**config.mk**
```make
export PLATFORM = sky130hd
export DESIGN_NAME = stack_flat
export DESIGN_NICKNAME = d
export VERILOG_FILES = /design/src/rtl/stack_if.sv /design/src/rtl/stack.sv /design/src/flat_wrapper.sv
export SDC_FILE = /design/constraint.sdc
export NUM_CORES = 1
export LEC_CHECK = 0
export CAP_MARGIN = 20
export CORE_MARGIN = 2
export CORE_UTILIZATION = 55
export DETAILED_ROUTE_END_ITERATION = 6
export GPL_TIMING_DRIVEN = 0
export PLACE_DENSITY = 0.81
export SYNTH_ARGS = -nofsm -noshare
export SYNTH_HDL_FRONTEND = slang
export SYNTH_SLANG_ARGS = --single-unit
```
**constraint.sdc**
```tcl
create_clock -name clock -period 3.7 [get_ports clock]
set_input_delay 0.925 -clock clock [delete_from_list [all_inputs] [get_ports clock]]
set_output_delay 0.925 -clock clock [all_outputs]
set_load 0.1 [all_outputs]
```
**src/rtl/stack_if.sv**
```systemverilog
// Operand-stack bus: push/pop requests in, top-two entries and status flags out.
interface stack_if #(
  parameter int WIDTH = 32,
  parameter int DEPTH = 16
);
  localparam int CW = $clog2(DEPTH + 1);

  logic             push;
  logic             pop;
  logic [WIDTH-1:0] data_in;
  logic [WIDTH-1:0] data_out_1st;
  logic [WIDTH-1:0] data_out_2nd;
  logic [CW-1:0]    count;
  logic             empty;
  logic             full;

  modport master (
    output push, pop, data_in,
    input  data_out_1st, data_out_2nd, count, empty, full
  );

  modport slave (
    input  push, pop, data_in,
    output data_out_1st, data_out_2nd, count, empty, full
  );
endinterface

```
**src/rtl/stack.sv**
```systemverilog
// LIFO word stack exposing the top two entries combinationally.
// One push, pop or replace-top per clock; overflow/underflow are ignored.

// One storage word with write enable and async clear.
module stack_cell #(
  parameter int WIDTH = 32
) (
  input  logic             clock,
  input  logic             reset,
  input  logic             we,
  input  logic [WIDTH-1:0] d,
  output logic [WIDTH-1:0] q
);
  // Capture the write data when this slot is addressed.
  always_ff @(posedge clock or negedge reset) begin
    if (!reset)  q <= '0;
    else if (we) q <= d;
  end
endmodule

module stack #(
  parameter int WIDTH = 32,
  parameter int DEPTH = 16
) (
  input  logic   clock,
  input  logic   reset,
  stack_if.slave bus
);
  localparam int CW = $clog2(DEPTH + 1);
  localparam int IW = (DEPTH > 1) ? $clog2(DEPTH) : 1;
  localparam logic [CW-1:0] FULL_CNT = CW'(DEPTH);
  localparam logic [CW-1:0] ONE      = CW'(1);
  localparam logic [CW-1:0] TWO      = CW'(2);

  logic [CW-1:0]                sp;
  logic [DEPTH-1:0][WIDTH-1:0]  mem;
  logic [DEPTH-1:0]             we;
  logic                         is_empty, is_full;
  logic                         do_push, do_pop, do_repl;
  logic [CW-1:0]                sp_m1, sp_m2;
  logic [IW-1:0]                wr_idx, top_idx, sec_idx;

  assign is_empty = (sp == '0);
  assign is_full  = (sp == FULL_CNT);

  // push+pop on an empty stack degenerates to a plain push; otherwise it
  // overwrites the top in place. Empty is never full since DEPTH >= 2.
  assign do_push = bus.push & (~bus.pop | is_empty) & ~is_full;
  assign do_pop  = bus.pop  & ~bus.push & ~is_empty;
  assign do_repl = bus.push & bus.pop   & ~is_empty;

  assign sp_m1   = sp - ONE;
  assign sp_m2   = sp - TWO;
  assign top_idx = sp_m1[IW-1:0];
  assign sec_idx = sp_m2[IW-1:0];
  assign wr_idx  = do_repl ? sp_m1[IW-1:0] : sp[IW-1:0];

  // One-hot write enable for the addressed slot.
  always_comb begin
    we = '0;
    if (do_push | do_repl) we[wr_idx] = 1'b1;
  end

  // Storage cells; popped entries keep stale data but are masked below.
  for (genvar g = 0; g < DEPTH; g++) begin : g_cell
    stack_cell #(.WIDTH(WIDTH)) u_cell (
      .clock (clock),
      .reset (reset),
      .we    (we[g]),
      .d     (bus.data_in),
      .q     (mem[g])
    );
  end

  // Stack pointer: next free slot, saturating via the ignore rules.
  always_ff @(posedge clock or negedge reset) begin
    if (!reset)       sp <= '0;
    else if (do_push) sp <= sp + ONE;
    else if (do_pop)  sp <= sp_m1;
  end

  assign bus.data_out_1st = (sp >= ONE) ? mem[top_idx] : '0;
  assign bus.data_out_2nd = (sp >= TWO) ? mem[sec_idx] : '0;
  assign bus.count        = sp;
  assign bus.empty        = is_empty;
  assign bus.full         = is_full;
endmodule

```
**src/flat_wrapper.sv**
```systemverilog
// flat-port wrapper written by rule: the top's interface ports become plain ports
module stack_flat 
#(
  parameter int WIDTH = 32,
  parameter int DEPTH = 16
)
  (clock, reset, bus_push, bus_pop, bus_data_in, bus_data_out_1st, bus_data_out_2nd, bus_count, bus_empty, bus_full);
  stack_if #(.WIDTH(WIDTH), .DEPTH(DEPTH)) bus_i ();
  input  logic clock;
  input  logic reset;
  input wire logic [$bits(bus_i.push)-1:0] bus_push;
  input wire logic [$bits(bus_i.pop)-1:0] bus_pop;
  input wire logic [$bits(bus_i.data_in)-1:0] bus_data_in;
  output wire logic [$bits(bus_i.data_out_1st)-1:0] bus_data_out_1st;
  output wire logic [$bits(bus_i.data_out_2nd)-1:0] bus_data_out_2nd;
  output wire logic [$bits(bus_i.count)-1:0] bus_count;
  output wire logic [$bits(bus_i.empty)-1:0] bus_empty;
  output wire logic [$bits(bus_i.full)-1:0] bus_full;
  assign bus_i.push = bus_push;
  assign bus_i.pop = bus_pop;
  assign bus_i.data_in = bus_data_in;
  assign bus_data_out_1st = bus_i.data_out_1st;
  assign bus_data_out_2nd = bus_i.data_out_2nd;
  assign bus_count = bus_i.count;
  assign bus_empty = bus_i.empty;
  assign bus_full = bus_i.full;
  stack #(.WIDTH(WIDTH), .DEPTH(DEPTH)) u_core (.clock(clock), .reset(reset), .bus(bus_i));
endmodule
```
== Word-level counts from Yosys, hierarchy flattened ==
Cells that the tools add are included.
Storage, ports and cells
  flip-flop bits (word level): 517
  logic and storage cells: 54
Operators by class
  $add $sub $neg: 3
  magnitude comparators: 6
  equality and inequality tests: 1
  mux-type cells: 12
  bitwise gates (word level): 12
  reduce and logical (&&, ||, !) cells: 3
Operators with widths (count)
  $bmux W32 S4: 2
  $mux W32: 4
  $mux W16: 1
  $lt A4 B5 Y1 const B: 3
  $mux W5: 2
  $and A1 B1 Y1: 6
  $add A5 B1 Y5 const B: 1
  $eq A5 B5 Y1 const B: 1
  $ge A5 B1 Y1 const B: 1
  $ge A5 B2 Y1 const B: 1
  $logic_not A5 Y1: 1
  $sub A5 B1 Y5 const B: 1
  $demux W1 S4: 1
  $ge A4 B1 Y1 const B: 1
  $mux W4: 1
  $not A1 Y1: 4
  $sub A4 B2 Y4 const B: 1
  $or A1 B1 Y1: 2
  $reduce_bool A2 Y1: 1
  $logic_and A1 B1 Y1: 1
  $mux W1: 1

== Logic depth before layout (Yosys ltp) ==
Gate-level depths: netlist of the first run.
  depth after elaboration: 9
  mapped depth: 11

== Modules after synthesis ==
From an unflattened synthesis of the first run, not the netlist that was laid out.
Second synthesis, totals
  cell total of the unflattened synthesis: 1771
  area, all modules: 30215.2 µm²
Modules (own cells, without submodules)
  stack_cell: times used 16, cells each 68, area an instance 1345.0 µm², sequential area each 800.8 µm²
  stack: times used 1, cells each 683, area an instance 8694.6 µm², sequential area each 125.1 µm²

== Worst setup path after synthesis of the first run ==
OpenSTA, ideal clock, no wires.
  kind: register -> output
  from: register u_core.sp[0] (netlist: u_core.bus.count[0])
  to: output port bus_data_out_1st[3]
  arrival: 5.146 ns
  required time: 2.775 ns
  path slack: -2.371 ns
  cell stages (with the launch flop): 10
  path buffers: 4
  cell sequence: dfrtp_1 > buf_2 > inv_2 > ha_1 > clkbuf_1 > clkbuf_1 > clkbuf_1 > mux4_2 > mux2i_1 > a211oi_1
Between the ends
  cells in the longest elaborated chain, start to end: 4
  elaborated cells on any way between the ends: 5
  those cells by class: add/sub: 1; order compare: 1; mux: 3
Ends and longest elaborated chain
  from (decl): RTL line stack.sv:35  | logic [CW-1:0] sp;
  from (signal assigned): RTL line stack.sv:78  | else if (do_push) sp <= sp + ONE;
  from (signal assigned): RTL line stack.sv:79  | else if (do_pop) sp <= sp_m1;
  $sub A5 B1 Y5: RTL line stack.sv:52  | assign sp_m1 = sp - ONE;
  $bmux W32 S4: RTL line stack.sv:82  | assign bus.data_out_1st = (sp >= ONE) ? mem[top_idx] : '0;
  $mux W32 (not written as such): RTL line stack.sv:82
  $mux W32 (*): RTL line stack.sv:82
  to (decl): RTL line flat_wrapper.sv:14  | output wire logic [$bits(bus_i.data_out_1st)-1:0] bus_data_out_1st;
Every way passes the cells marked *; elsewhere a longest branch is shown, timed or not. The select of a mux whose other input is x is not followed.

== Worst setup path after layout of the first run ==
  from: register u_core.sp[0] (netlist: u_core.bus.count[0])
  to: output port bus_data_out_1st[31]
Same word-level chain as after synthesis.

==> results.toml, run 1 <==
[drt]
drc = 32
route.vias.total = 23100
drt-total-wl_um = 113000
drtAntennaViolNets = 0
first_pass_iters = 7
wire_per_inst_um = 40.3
vias_per_cell = 8.24
drtIter0Drc = 4446

[floorplan]
coreArea_um2 = 49000
dieArea_um2 = 51300
ios = 107
start_util = 0.557
die_width_um = 227
die_h_um = 227
rows = 81

[clock_network]
clk_pin_slew_ns = 0.07
numCtsBuffers = 54
cts_buffer_depth = 3
cts_tree = "yes"
clock-sinks = 517
hold_buffers = 0
cts-root-buf = "clkbuf_16"
clk_latency_ns = 0.64
htree_num_levels = 2

[worst_setup_path]
arrival_ns = 3.19
crit_path_end_kind = "output port"
path_max_fanout = 8
cp-start-kind = "flop"
critPathKind = "reg -> out"
cp.required_ns = 2.77

[cells_and_area]
syn_to_final_growth_pct = 29.8
n_antenna_cell = 0
final_area_um2 = 35400
nNetsFinal = 2136
fin_cells = 2798
drive_gt1_frac = 0.436
final_util = 0.722

[global_route]
met1_usage = 0.538
gr-max-usage-layer = "met2"
grt_pass1_wl_um = 160000
grt_start_max_net_pins = 129
grt_use_met2 = 0.614
globalRouteTotalUtil = 0.442
grt_util_met3 = 0.223
antenna_found_initial = 1
grt_overflow = 0
grt_pass1_vias = 23500

[logic_synthesis]
synth_ff_type = "dfrtp_1"
async_reset_ff_frac = 1.00
synth_top_area_share = 0.475
yosys.area.top_type = "dfrtp_1"
synthDistinctLibCells = 41
seq_area_frac_synth = 0.475
synth.avg_cell_area_um2 = 14.6
synth_cells = 1861
synth-warning-count = 0
ys_top_cells_by_area = "dfrtp_1 (47%), mux4_2 (24%), o2bb2ai_1 (12%)"
synth_seq_cells = 517
synth_edf_count = 0
synthesis.area_um2 = 27200
synth_nets = 1905

[outcome]
status = "finished, violations left"
violations = "DRC, setup timing"

[timing]
period_share = 1.11
grt_setup_unrepaired = "true"
fin_worst_skew_ns = 0.0198
worst_pin_slew_ns = 1.14
timing.final.max_slew_violations = 0
worst_slack_ns = -0.413
max_slew_margin = 0.241
clock.fmax_mhz = 243
period_needed_ns = 4.11
hold_violations = 0
setup_viol = 178

[placed_design]
place_hpwl_um = 64100
place_ws_ns = -1.26
io_buffers = 105
dpl_cell_area_um2 = 30200
gp_congestion = 0.988
placed_cells = 2639

[min_path]
hold_class = "in -> async"

[flow_run]
maxCapViolations = 0
## flip-flops by register name (all words and copies together), names as in the netlist
register / cells
u_core.bus.count: 5
u_core.g_cell.u_cell.q: 512
## cell type report
class / instances / area (um2)
inverters: 6 / 46.3
fillers: 2761 / 13600
clock buffers: 80 / 1570
well taps: 664 / 831
clock inverters: 18 / 230
repair buffers: 176 / 2820
flip-flops and latches: 517 / 12900
multi-input cells: 1148 / 14900
plain buffers: 189 / 1990
## synth_stat cells, drive strengths merged, types with 10 or more instances
cell type and count:
dfrtp 517, o2bb2ai 384, mux4 288, mux2 128
clkbuf 117, nand2 104, buf 73, a211oi 67
nor2b 64, mux2i 33, o21ai 18, nor2 10
## cell usage in the layout, fill, tap and decap left out, types with 11 or more instances in the layout
master	netlist	layout
buf_6	0	15
a211oi_4	0	59
mux2_1	21	21
dfrtp_1	517	513
clkinv_2	0	11
o2bb2ai_1	384	384
clkbuf_4	0	12
mux2i_4	0	12
mux2i_2	0	14
buf_8	0	13
buf_4	4	25
nor2b_4	0	34
buf_12	0	88
clkbuf_1	117	61
buf_16	0	21
o21ai_1	16	15
nand2_1	104	104
clkbuf_2	0	15
buf_2	56	34
mux2_2	107	107
clkbuf_16	0	80
nor2b_2	0	20
mux4_2	288	288
clkbuf_8	0	38
clkdlybuf4s50_1	0	38
## path summary, 6_finish.rpt
check	from	endpoint	slack, ns	cells after the start
max	u_core.bus.count[0]	bus_data_out_1st[31]	-0.41	10
min	reset	u_core.bus.count[4]	0.30	1
max reg2reg	u_core.bus.count[1]	u_core.g_cell[11].u_cell.q[4]	-0.19	13
min reg2reg	u_core.g_cell[12].u_cell.q[24]	u_core.g_cell[12].u_cell.q[24]	0.51	1
max in group asynchronous	reset	u_core.g_cell[12].u_cell.q[25]	1.75	3
min in group clock	u_core.g_cell[12].u_cell.q[24]	u_core.g_cell[12].u_cell.q[24]	0.51	1
## cells by family (layout without fill, tap and decap cells)
kind of cell,after synthesis,after routing,synth area share
multiplexers,449,449,0.303
flip-flops,517,517,0.475
AO/OA/AOI/OAI,487,487,0.151
adder cells (fa/ha/maj),8,8,0.00367
XOR/XNOR,7,7,0.00225
buffers and inverters,196,469,0.0301
AND/OR/NAND/NOR,197,197,0.0350
## worst max-delay path: stages, from the launching register on
cell	delay, ns
dfrtp_4	0.54
buf_12	0.16
inv_8	0.06
ha_4	0.21
clkbuf_16	0.19
clkbuf_16	0.20
mux4_2	0.23
nor2b_1	0.21
a211oi_2	0.10
a211oi_4	0.40
buf_12	0.23
## stage by stage
step | TNS (ns) | hold WS [ns]
finish | -26.06 | 0.301
detailed placement | -117.36 | 0.489
global placement | - | 0.482
floorplan | -2.71 | 0.467
global route | -20.84 | 0.407
CTS | -12.83 | 0.409
## metal layers
layer | share of wire | vias to the layer above
li1 | - | 7968
met1 | 0.31 | 11300
met2 | 0.42 | 2842
met3 | 0.18 | 890
met4 | 0.091 | 2
met5 | 0.00031 | -
## timing repair
item	CTS	global route
pin swaps	45	22
resized for setup	919	123
cloned	24	4
endpoints found under the setup margin	126	266
buffers inserted	20	17
Power of run 1 is left out: the tool's default activity adds up to more than one toggle a clock period on the data nets, which glitch-free logic cannot reach.
==> run 2: changes to the inputs <==
--- a/config.mk
+++ b/config.mk
@@ -7,10 +7,10 @@
 export LEC_CHECK = 0
 export CAP_MARGIN = 20
 export CORE_MARGIN = 2
-export CORE_UTILIZATION = 55
+export CORE_UTILIZATION = 40
 export DETAILED_ROUTE_END_ITERATION = 6
 export GPL_TIMING_DRIVEN = 0
-export PLACE_DENSITY = 0.81
+export PLACE_DENSITY = 0.64
 export SYNTH_ARGS = -nofsm -noshare
 export SYNTH_HDL_FRONTEND = slang
 export SYNTH_SLANG_ARGS = --single-unit
==> run 2 against run 1 <==
  * The flow finishes with violations (setup timing)
  * Maximum frequency rose by 0.70%
  * Wire length fell by 1.4%
  * Clock skew is 0.0038 ns higher
  * Die area up 37%
  * Critical path depth did not move
  * Via count is 6.2% lower
  * Design area increased by 1.1%
  * Critical path type unchanged
  * Non-clock buffer count rose by 7
  * Count of clock-buffer cells in the layout rose by 7
==> results.toml, run 2 (synthesized netlist as in run 1, its figures left out) <==
[drt]
route.vias.total = 21600
drt-total-wl_um = 111000
met1_length_um = 40200
wl_met2_um = 50200
first_pass_iters = 6
drtIter0Drc = 2822
dr_wl_met3_um = 13400
wire_per_inst_um = 36.9
routed.top_layer = "met5"
drc = 0
vias_per_cell = 7.16
drtAntennaViolNets = 0

[floorplan]
die_h_um = 265
ios = 107
coreArea_um2 = 67300
dieArea_um2 = 70200
rows = 95
start_util = 0.405
die_width_um = 265

[cells_and_area]
syn_to_final_growth_pct = 31.2
largest-register = "u_core.g_cell.u_cell.q"
final_util = 0.531
largest_register_ffs = 512
nNetsFinal = 2145
layout_commonest_cell = "dfrtp_1"
drive_gt1_frac = 0.438
final_cell_mix = "dfrtp_1 (513), o2bb2ai_1 (384), mux4_2 (288), mux2_2 (107), nand2_1 (104)"

[global_route]
grt_start_max_net_pins = 123
globalRouteTotalUtil = 0.321
grt_pass1_vias = 22600
antenna_found_initial = 3
grt_pass1_wl_um = 162000
grt_overflow = 0

[clock_network]
hold_buffers = 0
cts_buffer_depth = 3
cts_tree = "yes"
cts-root-buf = "clkbuf_16"
htree_num_levels = 2
numCtsBuffers = 56
clk_latency_ns = 0.66
clk_pin_slew_ns = 0.06
clock-sinks = 517

[worst_setup_path]
r2r_start = "u_core.bus.count[2]"
cp-start-kind = "flop"
r2r_end = "u_core.g_cell[12].u_cell.q[24]"
crit_path_end_kind = "output port"
rrSetupSlack_ns = -0.13
path_max_fanout = 8
critPathKind = "reg -> out"
arrival_ns = 3.16
ff2ff_path_depth = 10
cp.required_ns = 2.77

[flow_run]
maxCapViolations = 0

[outcome]
violations = "setup timing"
status = "finished, violations left"

[timing]
period_share = 1.10
hold_violations = 0
grt_setup_unrepaired = "true"
max_slew_margin = 0.259
clock.fmax_mhz = 245
setup_viol = 104
timing.final.max_slew_violations = 0
worst_slack_ns = -0.384
worst_pin_slew_ns = 1.11
period_needed_ns = 4.08
fin_worst_skew_ns = 0.0235

[placed_design]
gp_congestion = 0.932
io_buffers = 105
place_ws_ns = -1.34
place_hpwl_um = 68100

[min_path]
hold_class = "in -> async"
==> run 2: critical path: stages, from the launching register on <==
cell and delay (ns):
dfrtp_4 0.54, buf_12 0.18, inv_8 0.06, ha_4 0.20, clkbuf_16 0.18, clkbuf_16 0.20, clkbuf_16 0.18, mux4_2 0.27
mux2i_4 0.09, a211oi_4 0.37, buf_12 0.23
==> run 2: worst max path at each step <==
stage,to,slack [ns],start,cells past startpoint
global placement,u_core.bus.count[1],-24.58,reset,1
finish,bus_data_out_1st[31],-0.38,u_core.bus.count[0],10
global route,bus_data_out_1st[20],-0.41,u_core.bus.count[0],10
CTS,bus_data_out_1st[20],-0.35,u_core.bus.count[1],11
floorplan,bus_data_out_1st[3],-0.10,u_core.bus.count[1],9
detailed placement,bus_data_out_2nd[19],-1.34,u_core.bus.count[1],8
==> run 2: area by class of cell <==
type | count | area, um2
Timing Repair Buffer | 189 | 3000
Clock inverter | 16 | 173
Sequential cell | 517 | 12900
Clock buffer | 87 | 1720
Multi-Input combinational cell | 1148 | 14700
Fill cell | 5257 | 31600
Buffer | 183 | 2000
Antenna cell | 1 | 2.50
Inverter | 6 | 46.3
Tap cell | 873 | 1090
==> run 2: layer usage <==
| layer | GRT usage | vias to the layer above |
|---|---|---|
| li1 | - | 8024 |
| met1 | 0.408 | 11300 |
| met2 | 0.479 | 1780 |
| met3 | 0.107 | 499 |
| met4 | 0.188 | 4 |
| met5 | 0 | - |
==> run 2: stage by stage <==
stage | area (um2) | setup TNS (ns) | cells | hold WS (ns)
2_1_floorplan | 28100 | -2.71 | 1861 | 0.467
5_1_grt | 35700 | -26.68 | 3020 | 0.390
3_3_place_gp | 30300 | - | 2839 | 0.481
3_5_place_dp | 30500 | -127.44 | 2848 | 0.489
6_report | 35700 | -20.03 | 3020 | 0.336
4_1_cts | 35700 | -16.79 | 3020 | 0.380
==> run 2: repair_timing <==
item / 4_1_cts / 5_1_grt
pin swaps: 39 / 10
gates resized for setup: 953 / 110
gates cloned: 27 / 1
setup endpoints to repair: 155 / 238
setup buffers: 43 / 11
Power of run 2 is left out for the same reason.
